<file path="src/rtl/camera_stream_pkg.sv">
// Shared types and constants for the synthetic camera stream generator.
package camera_stream_pkg;

   typedef enum logic [2:0] {
      S_idle,
      S_vgap,
      S_vpre,
      S_line,
      S_hblank,
      S_vpost
   } state_t;

   localparam logic [1:0] PAT_X     = 2'b00;
   localparam logic [1:0] PAT_Y     = 2'b01;
   localparam logic [1:0] PAT_XOR   = 2'b10;
   localparam logic [1:0] PAT_FRAME = 2'b11;

   function automatic int unsigned max2(input int unsigned a, input int unsigned b);
      return (a > b) ? a : b;
   endfunction

endpackage

</file>
<file path="src/rtl/camera_pattern_gen.sv">
// Test-pattern pixel source: holds the per-frame pattern select and decodes
// the pixel value from the registered line/column/frame counters.
module camera_pattern_gen
   import camera_stream_pkg::*;
#(
   parameter int PIX_W = 8,
   parameter int XW    = 1,
   parameter int YW    = 1
) (
   input  logic             clk,
   input  logic             reset,
   input  logic             latch_i,
   input  logic [1:0]       pattern_i,
   input  logic [XW-1:0]    x_i,
   input  logic [YW-1:0]    y_i,
   input  logic [15:0]      frame_count_i,
   input  logic             active_i,
   output logic [PIX_W-1:0] pixel_o
);

   localparam int MW = (XW > YW) ? XW : YW;

   logic [1:0] pat_q;

   always_ff @(posedge clk) begin
      if (reset) begin
         pat_q <= PAT_X;
      end else if (latch_i) begin
         pat_q <= pattern_i;
      end
   end

   always_comb begin
      pixel_o = '0;
      if (active_i) begin
         case (pat_q)
            PAT_X:     pixel_o = PIX_W'(x_i);
            PAT_Y:     pixel_o = PIX_W'(y_i);
            PAT_XOR:   pixel_o = PIX_W'(MW'(x_i) ^ MW'(y_i));
            PAT_FRAME: pixel_o = PIX_W'(frame_count_i);
            default:   pixel_o = '0;
         endcase
      end
   end

endmodule

</file>
<file path="src/rtl/camera_stream_generator.sv">
// Synthetic camera source: continuous VS/HS/pixel frames while enabled,
// outputs decoded purely from registered state and counters.
module camera_stream_generator
   import camera_stream_pkg::*;
#(
   parameter int PIX_W    = 8,
   parameter int H_ACTIVE = 640,
   parameter int H_BLANK  = 16,
   parameter int V_ACTIVE = 480,
   parameter int V_PRE    = 8,
   parameter int V_POST   = 8,
   parameter int V_GAP    = 32
) (
   input  logic             clk,
   input  logic             reset,
   input  logic             enable,
   input  logic [1:0]       pattern,
   output logic             VS,
   output logic             HS,
   output logic [PIX_W-1:0] pixel,
   output logic             frame_done,
   output logic [15:0]      frame_count
);

   localparam int XW = (H_ACTIVE > 1) ? $clog2(H_ACTIVE) : 1;
   localparam int YW = (V_ACTIVE > 1) ? $clog2(V_ACTIVE) : 1;
   localparam int unsigned DMAX = max2(max2(max2(V_GAP, V_PRE), max2(V_POST, H_BLANK)), H_ACTIVE);
   localparam int CW = $clog2(DMAX + 1);

   state_t        state_q;
   logic [CW-1:0] cnt_q;
   logic [XW-1:0] x_q;
   logic [YW-1:0] y_q;
   logic          frame_done_q;
   logic [15:0]   frame_count_q;
   logic          latch;

   assign latch = (state_q == S_vgap) && (cnt_q == '0) && enable;

   // Down-counter per phase; leaving idle loads V_GAP (not V_GAP-1) so the
   // first VS rise lands V_GAP+1 edges after enable is seen.
   always_ff @(posedge clk) begin
      if (reset) begin
         state_q       <= S_idle;
         cnt_q         <= '0;
         x_q           <= '0;
         y_q           <= '0;
         frame_done_q  <= 1'b0;
         frame_count_q <= '0;
      end else begin
         frame_done_q <= 1'b0;
         case (state_q)
            S_idle: begin
               if (enable) begin
                  state_q <= S_vgap;
                  cnt_q   <= CW'(V_GAP);
               end
            end
            S_vgap: begin
               if (cnt_q == '0) begin
                  if (enable) begin
                     state_q <= S_vpre;
                     cnt_q   <= CW'(V_PRE - 1);
                  end else begin
                     state_q <= S_idle;
                  end
               end else begin
                  cnt_q <= cnt_q - CW'(1);
               end
            end
            S_vpre: begin
               if (cnt_q == '0) begin
                  state_q <= S_line;
                  x_q     <= '0;
                  y_q     <= '0;
               end else begin
                  cnt_q <= cnt_q - CW'(1);
               end
            end
            S_line: begin
               if (x_q == XW'(H_ACTIVE - 1)) begin
                  x_q <= '0;
                  if (y_q == YW'(V_ACTIVE - 1)) begin
                     state_q <= S_vpost;
                     cnt_q   <= CW'(V_POST - 1);
                  end else begin
                     state_q <= S_hblank;
                     cnt_q   <= CW'(H_BLANK - 1);
                  end
               end else begin
                  x_q <= x_q + XW'(1);
               end
            end
            S_hblank: begin
               if (cnt_q == '0) begin
                  state_q <= S_line;
                  y_q     <= y_q + YW'(1);
               end else begin
                  cnt_q <= cnt_q - CW'(1);
               end
            end
            S_vpost: begin
               if (cnt_q == '0) begin
                  state_q       <= S_vgap;
                  cnt_q         <= CW'(V_GAP - 1);
                  frame_done_q  <= 1'b1;
                  frame_count_q <= frame_count_q + 16'd1;
               end else begin
                  cnt_q <= cnt_q - CW'(1);
               end
            end
            default: state_q <= S_idle;
         endcase
      end
   end

   assign VS          = (state_q == S_vpre) || (state_q == S_line) ||
                        (state_q == S_hblank) || (state_q == S_vpost);
   assign HS          = (state_q == S_line);
   assign frame_done  = frame_done_q;
   assign frame_count = frame_count_q;

   camera_pattern_gen #(
      .PIX_W (PIX_W),
      .XW    (XW),
      .YW    (YW)
   ) u_pattern (
      .clk           (clk),
      .reset         (reset),
      .latch_i       (latch),
      .pattern_i     (pattern),
      .x_i           (x_q),
      .y_i           (y_q),
      .frame_count_i (frame_count_q),
      .active_i      (HS),
      .pixel_o       (pixel)
   );

endmodule

</file>
<file path="config.mk">
export PLATFORM = sky130hd
export DESIGN_NAME = camera_stream_generator
export DESIGN_NICKNAME = d
export VERILOG_FILES = /design/src/rtl/camera_stream_pkg.sv /design/src/rtl/camera_pattern_gen.sv /design/src/rtl/camera_stream_generator.sv
export SDC_FILE = /design/constraint.sdc
export NUM_CORES = 1
export LEC_CHECK = 0
export CORE_MARGIN = 1.5
export CORE_UTILIZATION = 51
export CTS_BUF_LIST = sky130_fd_sc_hd__clkbuf_8 sky130_fd_sc_hd__clkbuf_16
export DETAILED_ROUTE_END_ITERATION = 8
export PLACE_DENSITY = 0.76
export SYNTH_ARGS = -nofsm -noshare
export SYNTH_HDL_FRONTEND = slang
export SYNTH_SLANG_ARGS = --single-unit
</file>
<file path="constraint.sdc">
create_clock -name clk -period 2.2 [get_ports clk]
set_input_delay 0.55 -clock clk [delete_from_list [all_inputs] [get_ports clk]]
set_output_delay 0.55 -clock clk [all_outputs]
set_load 0.05 [all_outputs]
</file>
==> results of run 1 <==
==> metal layers <==
metal	part of all wire (%)	track usage, %	wire [um]	vias up
li1	-	-	-	1610
met1	41	35.4	3610	1543
met2	49	45.1	4370	168
met3	7.7	4.94	685	32
met4	2.3	8.97	202	0
met5	0	0	0	-
==> stage by stage <==
| stage | utilization (%) | area, um2 | power [mW] |
|---|---|---|---|
| final | 71.4 | 4200 | 4.18 |
| after global routing | 71.4 | 4200 | 4.41 |
| after CTS | 69.0 | 4060 | 3.89 |
| after detailed placement | 65.2 | 3830 | 3.05 |
| after global placement | 65.2 | 3830 | 3.00 |
| after floorplan | - | 3110 | 2.38 |
==> synth_stat cells, types with 7 or more instances <==
library cell  number
inv_1              9
a22o_1             7
nand3_1           13
nor3_1            17
nand4_1           11
clkbuf_1          19
nand2_1           32
nor2_1            45
xor2_1             9
o21ai_0           24
nor4_1             8
a21oi_1           40
dfxtp_1           51
xnor2_1           11
==> report_power, final <==
| group | total (mW) | internal [mW] | switching [mW] |
|---|---|---|---|
| sequential | 1.13 | 1.01 | 0.120 |
| clock | 0.652 | 0.333 | 0.319 |
| combinational | 2.40 | 1.06 | 1.34 |
==> worst min-delay path, cell delays in order, from the launching register on <==
cell and delay, ns:
dfxtp_1 0.33, o21ai_0 0.07, a21oi_1 0.06
==> logic make-up after synthesis <==
family          count (synthesis)
simple gates                  172
compound gates                113
flops                          51
buf+inv                        35
xor+xnor                       20
fa+ha+maj                       4
mux                             2
==> sequential cells by signal (all words and copies together), names as in the netlist <==
signal / count
frame_count: 16
cnt_q: 10
x_q: 10
y_q: 9
state_q: 3
u_pattern.pat_q: 2
frame_done: 1
==> final cells by class <==
cell class / count / area share [%]
multi-input combinational: 312 / 50.2
sequential: 51 / 24.4
timing repair buffer: 85 / 19.7
tap: 75 / 2.23
clock buffer: 5 / 1.64
clock inverter: 2 / 0.893
inverter: 10 / 0.893
==> how the worst max path moves through the flow <==
stage / endpoint / slack [ns] / cells past startpoint
finish: cnt_q[8]$_SDFFE_PP0P_ / -0.02 / 8
global route: cnt_q[8]$_SDFFE_PP0P_ / -0.14 / 8
CTS: pixel[6] / -0.05 / 5
detailed placement: cnt_q[3]$_SDFFE_PP0P_ / -0.15 / 7
global placement: cnt_q[3]$_SDFFE_PP0P_ / -0.08 / 7
floorplan: pixel[0] / -0.22 / 4
==> repair_timing <==
item / 4_1_cts / 5_1_grt
endpoints found under the hold margin: 0 / 0
buffers inserted: 5 / 4
pin swaps: 4 / 15
gates resized for setup: 18 / 27
cloned: 1 / 0
setup endpoints to repair: 24 / 43
==> flow_summary.yaml, run 1 <==
outcome:
  status: "complete, but fails checks"
  violations: "negative setup slack"
finish:
  area_growth_pct: 35.7
  drive_gt1_share_pct: 24.9
  antenna_cells: 0
  seq_area_um2: 1030
  layout_commonest_cell: "buf_4"
  multi_input_area_um2: 2110
  final_cells: 540
  final_cell_mix: "buf_4, dfxtp_1, nor2_1"
  fin_nets: 474
  final.fill_count: 428
timing:
  setup_viol: 2
  setup_tns_ns: -0.0192
  max-slew-margin-rel_pct: 60.3
  fmax_mhz: 451
  hold_violations: 0
  fin_ws_ns: -0.0189
  fin_crit_ns: 2.22
  clock-skew-final_ns: 0.0112
  grt_setup_unrepaired: "true"
  period_share_pct: 101
  hold_slack_ns: 0.501
  max_slew.worst_pin.slew_ns: 0.592
  slew_violations: 0
floorplan:
  coreArea_um2: 5890
  die_h_um: 80.9
  dieWidth_um: 80.9
  row_count: 28
  start_util_pct: 52.6
  die_area_um2: 6550
  ios: 32
drt:
  drc: 0
  dr.pass1.iters: 5
  wl_um: 8870
  drtIter0Drc: 335
  final_antenna_net_count: 0
  vias_per_cell: 6.21
  vias: 3353
  wl_per_cell_um: 16.4
worst_setup_path:
  cp_cell_sequence: "inv_2 -> ha_4 -> or4b_4 -> o311ai_4 -> buf_6 -> a21oi_2 -> o311ai_1 -> o31ai_1"
  critical-path-max-stage-delay_ns: 0.57
  startpoint: "cnt_q[0]$_SDFFE_PP0P_"
  r2r-end: "cnt_q[8]$_SDFFE_PP0P_"
  critPathBufInv: 2
  crit_path_top_delay_cell: "or4b_4"
  worstReg2RegStart: "cnt_q[0]$_SDFFE_PP0P_"
  critPathLaunchType: "register"
  end_kind: "register"
  worstSetupPathType: "register to register"
  r2r_slack_ns: -0.02
  cp.arrival_ns: 2.42
  path_delay_family: "compound AO/OA/AOI/OAI gates"
  reg2regPathDepth: 8
  worstPathRequired_ns: 2.40
  critPathMaxFanout: 6
synth:
  synth_top_family_by_area: "simple AND/OR/NAND/NOR gates"
  yosysTopAreaCellShare_pct: 33.0
  yosysUniqueCellTypes: 58
  synth-xor-area-share_pct: 5.65
  yosys_warnings: 0
  async_reset_ff_share_pct: 0
  yosys-top-cells-area: "dfxtp_1, a21oi_1, nor2_1"
  ys_ff_latch: 51
  syn-num-nets: 406
  synthCells: 397
  netlist_area_um2: 3100
  synth_top_flop_cell: "dfxtp_1"
  synthSimpleGateAreaFrac_pct: 30.7
  yosys.area.top_type: "dfxtp_1"
  synthMuxAreaShare_pct: 0.646
  synth-compound-area-share_pct: 23.4
  avgSynthCellArea_um2: 7.80
  synth_edf_count: 0
  synthAdderAreaFrac_pct: 1.62
  synth-seq-area-share_pct: 33.0
clock_network:
  numCtsBuffers: 5
  path_clk_slew_ns: 0.10
  htreeDepth: 2
  clock_latency_ns: 0.31
  clock-sinks: 51
  hold_buffers: 0
  cts_buffer_depth: 2
  clock-root-buffer: "clkbuf_8"
  cts_tree: "yes"
power_and_ir_drop:
  powerDensity_nw_per_um2: 993
  ir_drop_mv: 0.686
  leakagePower_nw: 1.54
grt:
  grt_pass1_wl_um: 14000
  first_global_vias: 2965
  grt_max_degree: 19
  track_usage_pct: 27.1
  antenna_found_initial: 0
  grt_overflow_total: 0
placement:
  pre_cts_slack_ns: -0.145
  dp.cells: 523
  portBuffers: 31
  dp_hpwl_um: 6040
  place_congestion: 0.951
hold_path:
  hold_class: "register to register"
  worstHoldEndpoint: "x_q[9]$_SDFFE_PP0P_"
  worstHoldStart: "x_q[9]$_SDFFE_PP0P_"
  min_delay_path_depth: 2
flow_run:
  maxCapViolations: 0
(Power assumes the default switching activity.)
==> run 2, diff against run 1 <==
==> constraint.sdc (replaced) <==
create_clock -name clk -period 2.2 [get_ports clk]
set_input_delay 0.55 -clock clk [delete_from_list [all_inputs] [get_ports clk]]
set_output_delay 0.55 -clock clk [all_outputs]
set_load 0.005 [all_outputs]
==> run 2 against run 1 <==
  * The run still ends with negative setup slack left
  * First-iteration DRC count down 21%
  * Non-clock buffer count unchanged
  * Die area unchanged
  * Routed wire length up 11%
  * Fmax down 2.5%
  * Critical endpoint is now u_pattern.pat_q[1]$_SDFFE_PP0P_
==> flow_summary.yaml, run 2 (synthesis gave the netlist of run 1 again) <==
power_and_ir_drop:
  ir_drop_mv: 0.645
  powerDensity_nw_per_um2: 1050
  leakagePower_nw: 1.63
finish:
  drive_gt1_share_pct: 26.5
  antenna_cells: 0
  layout_commonest_cell: "dfxtp_1"
  area_growth_pct: 41.1
  largest_reg_flops: 16
  final_cell_mix: "dfxtp_1, nor2_1, buf_4"
  final_cells: 540
  fin_nets: 474
hold_path:
  worstHoldStart: "cnt_q[9]$_SDFFE_PP0P_"
  min_delay_path_depth: 2
  worstHoldEndpoint: "cnt_q[9]$_SDFFE_PP0P_"
  hold_class: "register to register"
drt:
  final_antenna_net_count: 0
  vias: 3458
  dr.pass1.iters: 7
  wl_um: 9860
  drtIter0Drc: 266
  wl_per_cell_um: 18.3
  drc: 0
  vias_per_cell: 6.40
timing:
  max_slew.worst_pin.slew_ns: 0.588
  setup_viol: 9
  period_share_pct: 103
  fmax_mhz: 439
  hold_violations: 0
  fin_crit_ns: 2.28
  fin_ws_ns: -0.0756
  max-slew-margin-rel_pct: 60.8
  clock-skew-final_ns: 0.00473
  grt_setup_unrepaired: "true"
  slew_violations: 0
grt:
  antenna_found_initial: 0
  use_met3_pct: 4.16
  track_usage_pct: 28.2
  grt_max_degree: 21
  met2_usage_pct: 47.8
  grt_pass1_wl_um: 14300
  first_global_vias: 2980
  grt_overflow_total: 0
  busiest_layer: "met2"
  met1_usage_pct: 35.9
floorplan:
  ios: 32
  dieWidth_um: 80.9
  coreArea_um2: 5890
  row_count: 28
  die_area_um2: 6550
  die_h_um: 80.9
  start_util_pct: 52.6
worst_setup_path:
  worstReg2RegStart: "cnt_q[1]$_SDFFE_PP0P_"
  critPathMaxFanout: 5
  end_kind: "register"
  r2r-end: "u_pattern.pat_q[1]$_SDFFE_PP0P_"
  critPathBufInv: 2
  r2r_slack_ns: -0.08
  critical-path-max-stage-delay_ns: 0.53
  cp.arrival_ns: 2.48
  reg2regPathDepth: 8
  critPathLaunchType: "register"
  cp_cell_sequence: "inv_2 -> ha_4 -> or4b_4 -> buf_6 -> nor3_4 -> nand4b_1 -> mux2i_1 -> nor2_1"
  crit_path_top_delay_cell: "or4b_4"
  path_delay_family: "simple AND/OR/NAND/NOR gates"
  worstPathRequired_ns: 2.40
  worstSetupPathType: "register to register"
placement:
  place_congestion: 0.913
  portBuffers: 31
  dp.cells: 514
  dp_hpwl_um: 6040
  pre_cts_slack_ns: -0.0930
flow_run:
  maxCapViolations: 0
clock_network:
  clock-sinks: 51
  cts_buffer_depth: 2
  numCtsBuffers: 5
  clock-root-buffer: "clkbuf_8"
  clock_latency_ns: 0.31
  path_clk_slew_ns: 0.09
  htreeDepth: 2
  cts_tree: "yes"
outcome:
  status: "complete, but fails checks"
  violations: "negative setup slack"
-- run 2: worst max path at each step --
stage | from | to | slack, ns | depth (start not counted)
final | cnt_q[1]$_SDFFE_PP0P_ | u_pattern.pat_q[1]$_SDFFE_PP0P_ | -0.08 | 8
after floorplan | cnt_q[0]$_SDFFE_PP0P_ | frame_count[14]$_SDFFE_PP0P_ | -0.04 | 8
after detailed placement | cnt_q[1]$_SDFFE_PP0P_ | frame_count[10]$_SDFFE_PP0P_ | -0.09 | 8
after global routing | cnt_q[1]$_SDFFE_PP0P_ | u_pattern.pat_q[1]$_SDFFE_PP0P_ | -0.18 | 8
after global placement | cnt_q[1]$_SDFFE_PP0P_ | frame_count[14]$_SDFFE_PP0P_ | -0.02 | 7
after CTS | u_pattern.pat_q[0]$_SDFFE_PP0P_ | pixel[6] | -0.13 | 6
-- run 2: cell type report --
class,count,area [um2]
clock buffer,5,68.8
tap,75,93.8
timing repair buffer,85,830
clock inverter,2,33.8
fill,390,1510
sequential,51,1030
inverter,10,40.0
multi-input combinational,312,2270
-- run 2: layer usage --
metal	part of all wire, %	up-vias
met2	49	195
met4	3.2	0
met3	7.0	31
met5	0	-
met1	41	1623
li1	-	1609
-- run 2: power breakdown --
group / total [mW] / leakage (nW) / internal, mW / switching (mW)
clock: 0.641 / 0.0554 / 0.329 / 0.312
sequential: 1.15 / 0.416 / 1.01 / 0.137
combinational: 2.81 / 1.16 / 1.26 / 1.55
-- run 2: worst reg2reg max path: cells and delay by family (launching register included) --
family,cells,cell delay [ns]
fa+ha+maj,1,0.14
buf+inv,2,0.24
flops,1,0.34
mux,1,0.27
simple gates,4,1.19
-- run 2: stage by stage --
stage | hold WS [ns] | cell area [um2] | setup TNS [ns] | power (mW) | utilization (%)
floorplan | 0.452 | 3110 | -0.0373 | 2.36 | -
global placement | 0.475 | 3680 | -0.0354 | 2.91 | 62.6
detailed placement | 0.472 | 3680 | -0.295 | 2.95 | 62.6
CTS | 0.483 | 3970 | -0.350 | 3.84 | 67.5
global route | 0.513 | 4370 | -1.08 | 4.76 | 74.3
finish | 0.491 | 4370 | -0.271 | 4.60 | 74.3
-- run 2: timing repair --
action	CTS	global route
endpoints found under the setup margin	26	45
gates cloned	2	1
pin swaps	7	23
gates resized for setup	37	66
hold endpoints to repair	0	0
hold buffers	0	0
buffers inserted	3	13
==> run 3, diff against run 2 <==
--- a/config.mk
+++ b/config.mk
@@ -6,10 +6,11 @@
 export NUM_CORES = 1
 export LEC_CHECK = 0
 export CORE_MARGIN = 1.5
-export CORE_UTILIZATION = 51
+export CORE_UTILIZATION = 55
 export CTS_BUF_LIST = sky130_fd_sc_hd__clkbuf_8 sky130_fd_sc_hd__clkbuf_16
+export CTS_CLUSTER_SIZE = 24
 export DETAILED_ROUTE_END_ITERATION = 8
-export PLACE_DENSITY = 0.76
+export PLACE_DENSITY = 0.78
 export SYNTH_ARGS = -nofsm -noshare
 export SYNTH_HDL_FRONTEND = slang
 export SYNTH_SLANG_ARGS = --single-unit
==> constraint.sdc (replaced) <==
create_clock -name clk -period 2.62 [get_ports clk]
set_input_delay 0.655 -clock clk [delete_from_list [all_inputs] [get_ports clk]]
set_output_delay 0.655 -clock clk [all_outputs]
set_load 0.005 [all_outputs]
==> run 3 against run 2 <==
  * Total power down 39%
  * Critical path type unchanged
  * Sequential share of layout area increased by 4.6 points
  * Highest routed layer unchanged
  * Clock skew fell by 0.00050 ns
  * The flow now finishes without violations
  * Clock power is 13% lower
==> flow_summary.yaml, run 3 (synthesis gave the netlist of run 1 again) <==
outcome:
  status: "complete, no violations"
grt:
  busiest_layer: "met2"
  met1_usage_pct: 34.7
  grt_max_degree: 21
  first_global_vias: 2746
  antenna_found_initial: 0
  use_met3_pct: 3.95
  grt_overflow_total: 0
  track_usage_pct: 25.9
  grt_pass1_wl_um: 12800
  met2_usage_pct: 41.9
flow_run:
  maxCapViolations: 0
timing:
  setup_tns_ns: 0
  fin_crit_ns: 2.50
  slew_violations: 0
  max_slew.worst_pin.slew_ns: 0.693
  fin_ws_ns: 0.118
  fmax_mhz: 400
  hold_slack_ns: 0.500
  setup_viol: 0
  period_share_pct: 95.5
  max-slew-margin-rel_pct: 53.7
  grt_setup_unrepaired: "false"
  hold_violations: 0
  clock-skew-final_ns: 0.00422
finish:
  design_area_um2: 3630
  layout_commonest_cell: "dfxtp_1"
  drive_gt1_share_pct: 9.37
  largest_reg_flops: 16
  multi_input_area_um2: 1940
  antenna_cells: 0
  final_cell_mix: "dfxtp_1, nor2_1, a21oi_1"
  fin_nets: 435
  seq_area_um2: 1030
  final.fill_count: 481
  area_growth_pct: 17.3
hold_path:
  hold_class: "register to register"
floorplan:
  dieWidth_um: 78.1
  die_area_um2: 6090
  ios: 32
  row_count: 27
  start_util_pct: 56.6
  die_h_um: 78.1
  coreArea_um2: 5470
worst_setup_path:
  critPathLaunchType: "register"
  cp.arrival_ns: 2.71
  crit_path_top_delay_cell: "a2bb2oi_1"
  end_kind: "register"
  critical-path-max-stage-delay_ns: 0.61
  path_delay_family: "compound AO/OA/AOI/OAI gates"
  critPathBufInv: 0
  cp_cell_sequence: "ha_1 -> nand3_1 -> nor4_2 -> a2bb2oi_1 -> nand2_1 -> a211oi_1"
  worstSetupPathType: "register to register"
  critPathMaxFanout: 7
  r2r_slack_ns: 0.12
  worstPathRequired_ns: 2.83
power_and_ir_drop:
  ir_drop_mv: 0.487
  leakagePower_nw: 1.23
  powerDensity_nw_per_um2: 773
drt:
  vias: 3129
  wl_um: 7680
  dr.pass1.iters: 5
  drtIter0Drc: 239
  wl_per_cell_um: 15.4
  vias_per_cell: 6.27
  drc: 0
  final_antenna_net_count: 0
placement:
  place_area_um2: 3500
  place_congestion: 0.903
  dp_hpwl_um: 5640
  portBuffers: 31
  pre_cts_slack_ns: 0.152
clock_network:
  clock-root-buffer: "clkbuf_8"
  clock_latency_ns: 0.30
  cts_tree: "yes"
  numCtsBuffers: 5
  clock-sinks: 51
  cts_buffer_depth: 2
  htreeDepth: 2
  path_clk_slew_ns: 0.10
==> run 3: power breakdown <==
| part | switching, mW | internal (mW) |
|---|---|---|
| combinational | 0.807 | 0.467 |
| clock | 0.272 | 0.285 |
| sequential | 0.131 | 0.846 |
==> run 3: per-stage QoR <==
step                      util, %  total power, mW  std cells
after floorplan                 -             1.96        397
after global placement       64.0             2.20        491
after detailed placement     64.0             2.22        491
after CTS                    66.1             2.78        499
after global routing         66.4             2.98        499
final                        66.4             2.81        499
==> run 3: cell type report <==
cell class                 count  share of cell area (%)
timing repair buffer          47                    11.8
clock inverter                 3                    1.20
tap                           72                    2.48
sequential                    51                    28.2
multi-input combinational    311                    53.3
inverter                      10                    1.03
clock buffer                   5                    1.89
==> run 3: worst min-delay path, delay by kind of cell, from the launching register on <==
family | cells | cell delay, ns
flops | 1 | 0.33
compound gates | 2 | 0.13
==> run 3: path summary, 6_finish.rpt <==
| kind | from | to | cells after the start |
|---|---|---|---|
| min reg2reg | x_q[9]$_SDFFE_PP0P_ | x_q[9]$_SDFFE_PP0P_ | 2 |
| max | x_q[0]$_SDFFE_PP0P_ | cnt_q[1]$_SDFFE_PP0P_ | 6 |
| max reg2reg | x_q[0]$_SDFFE_PP0P_ | cnt_q[1]$_SDFFE_PP0P_ | 6 |
| min | x_q[9]$_SDFFE_PP0P_ | x_q[9]$_SDFFE_PP0P_ | 2 |
==> run 3: layer usage <==
metal | up-vias | share of wire, % | wire [um]
li1 | 1533 | - | -
met1 | 1440 | 45 | 3450
met2 | 133 | 46 | 3560
met3 | 23 | 6.1 | 468
met4 | 0 | 2.7 | 204
met5 | - | 0 | 0
==> run 3: what timing repair did <==
item / CTS / global route
setup buffers: 0 / 0
gates resized for setup: 1 / 5
setup endpoints to repair: 7 / 13
cloned: 0 / 0
hold buffers: 0 / 0
hold endpoints to repair: 0 / 0
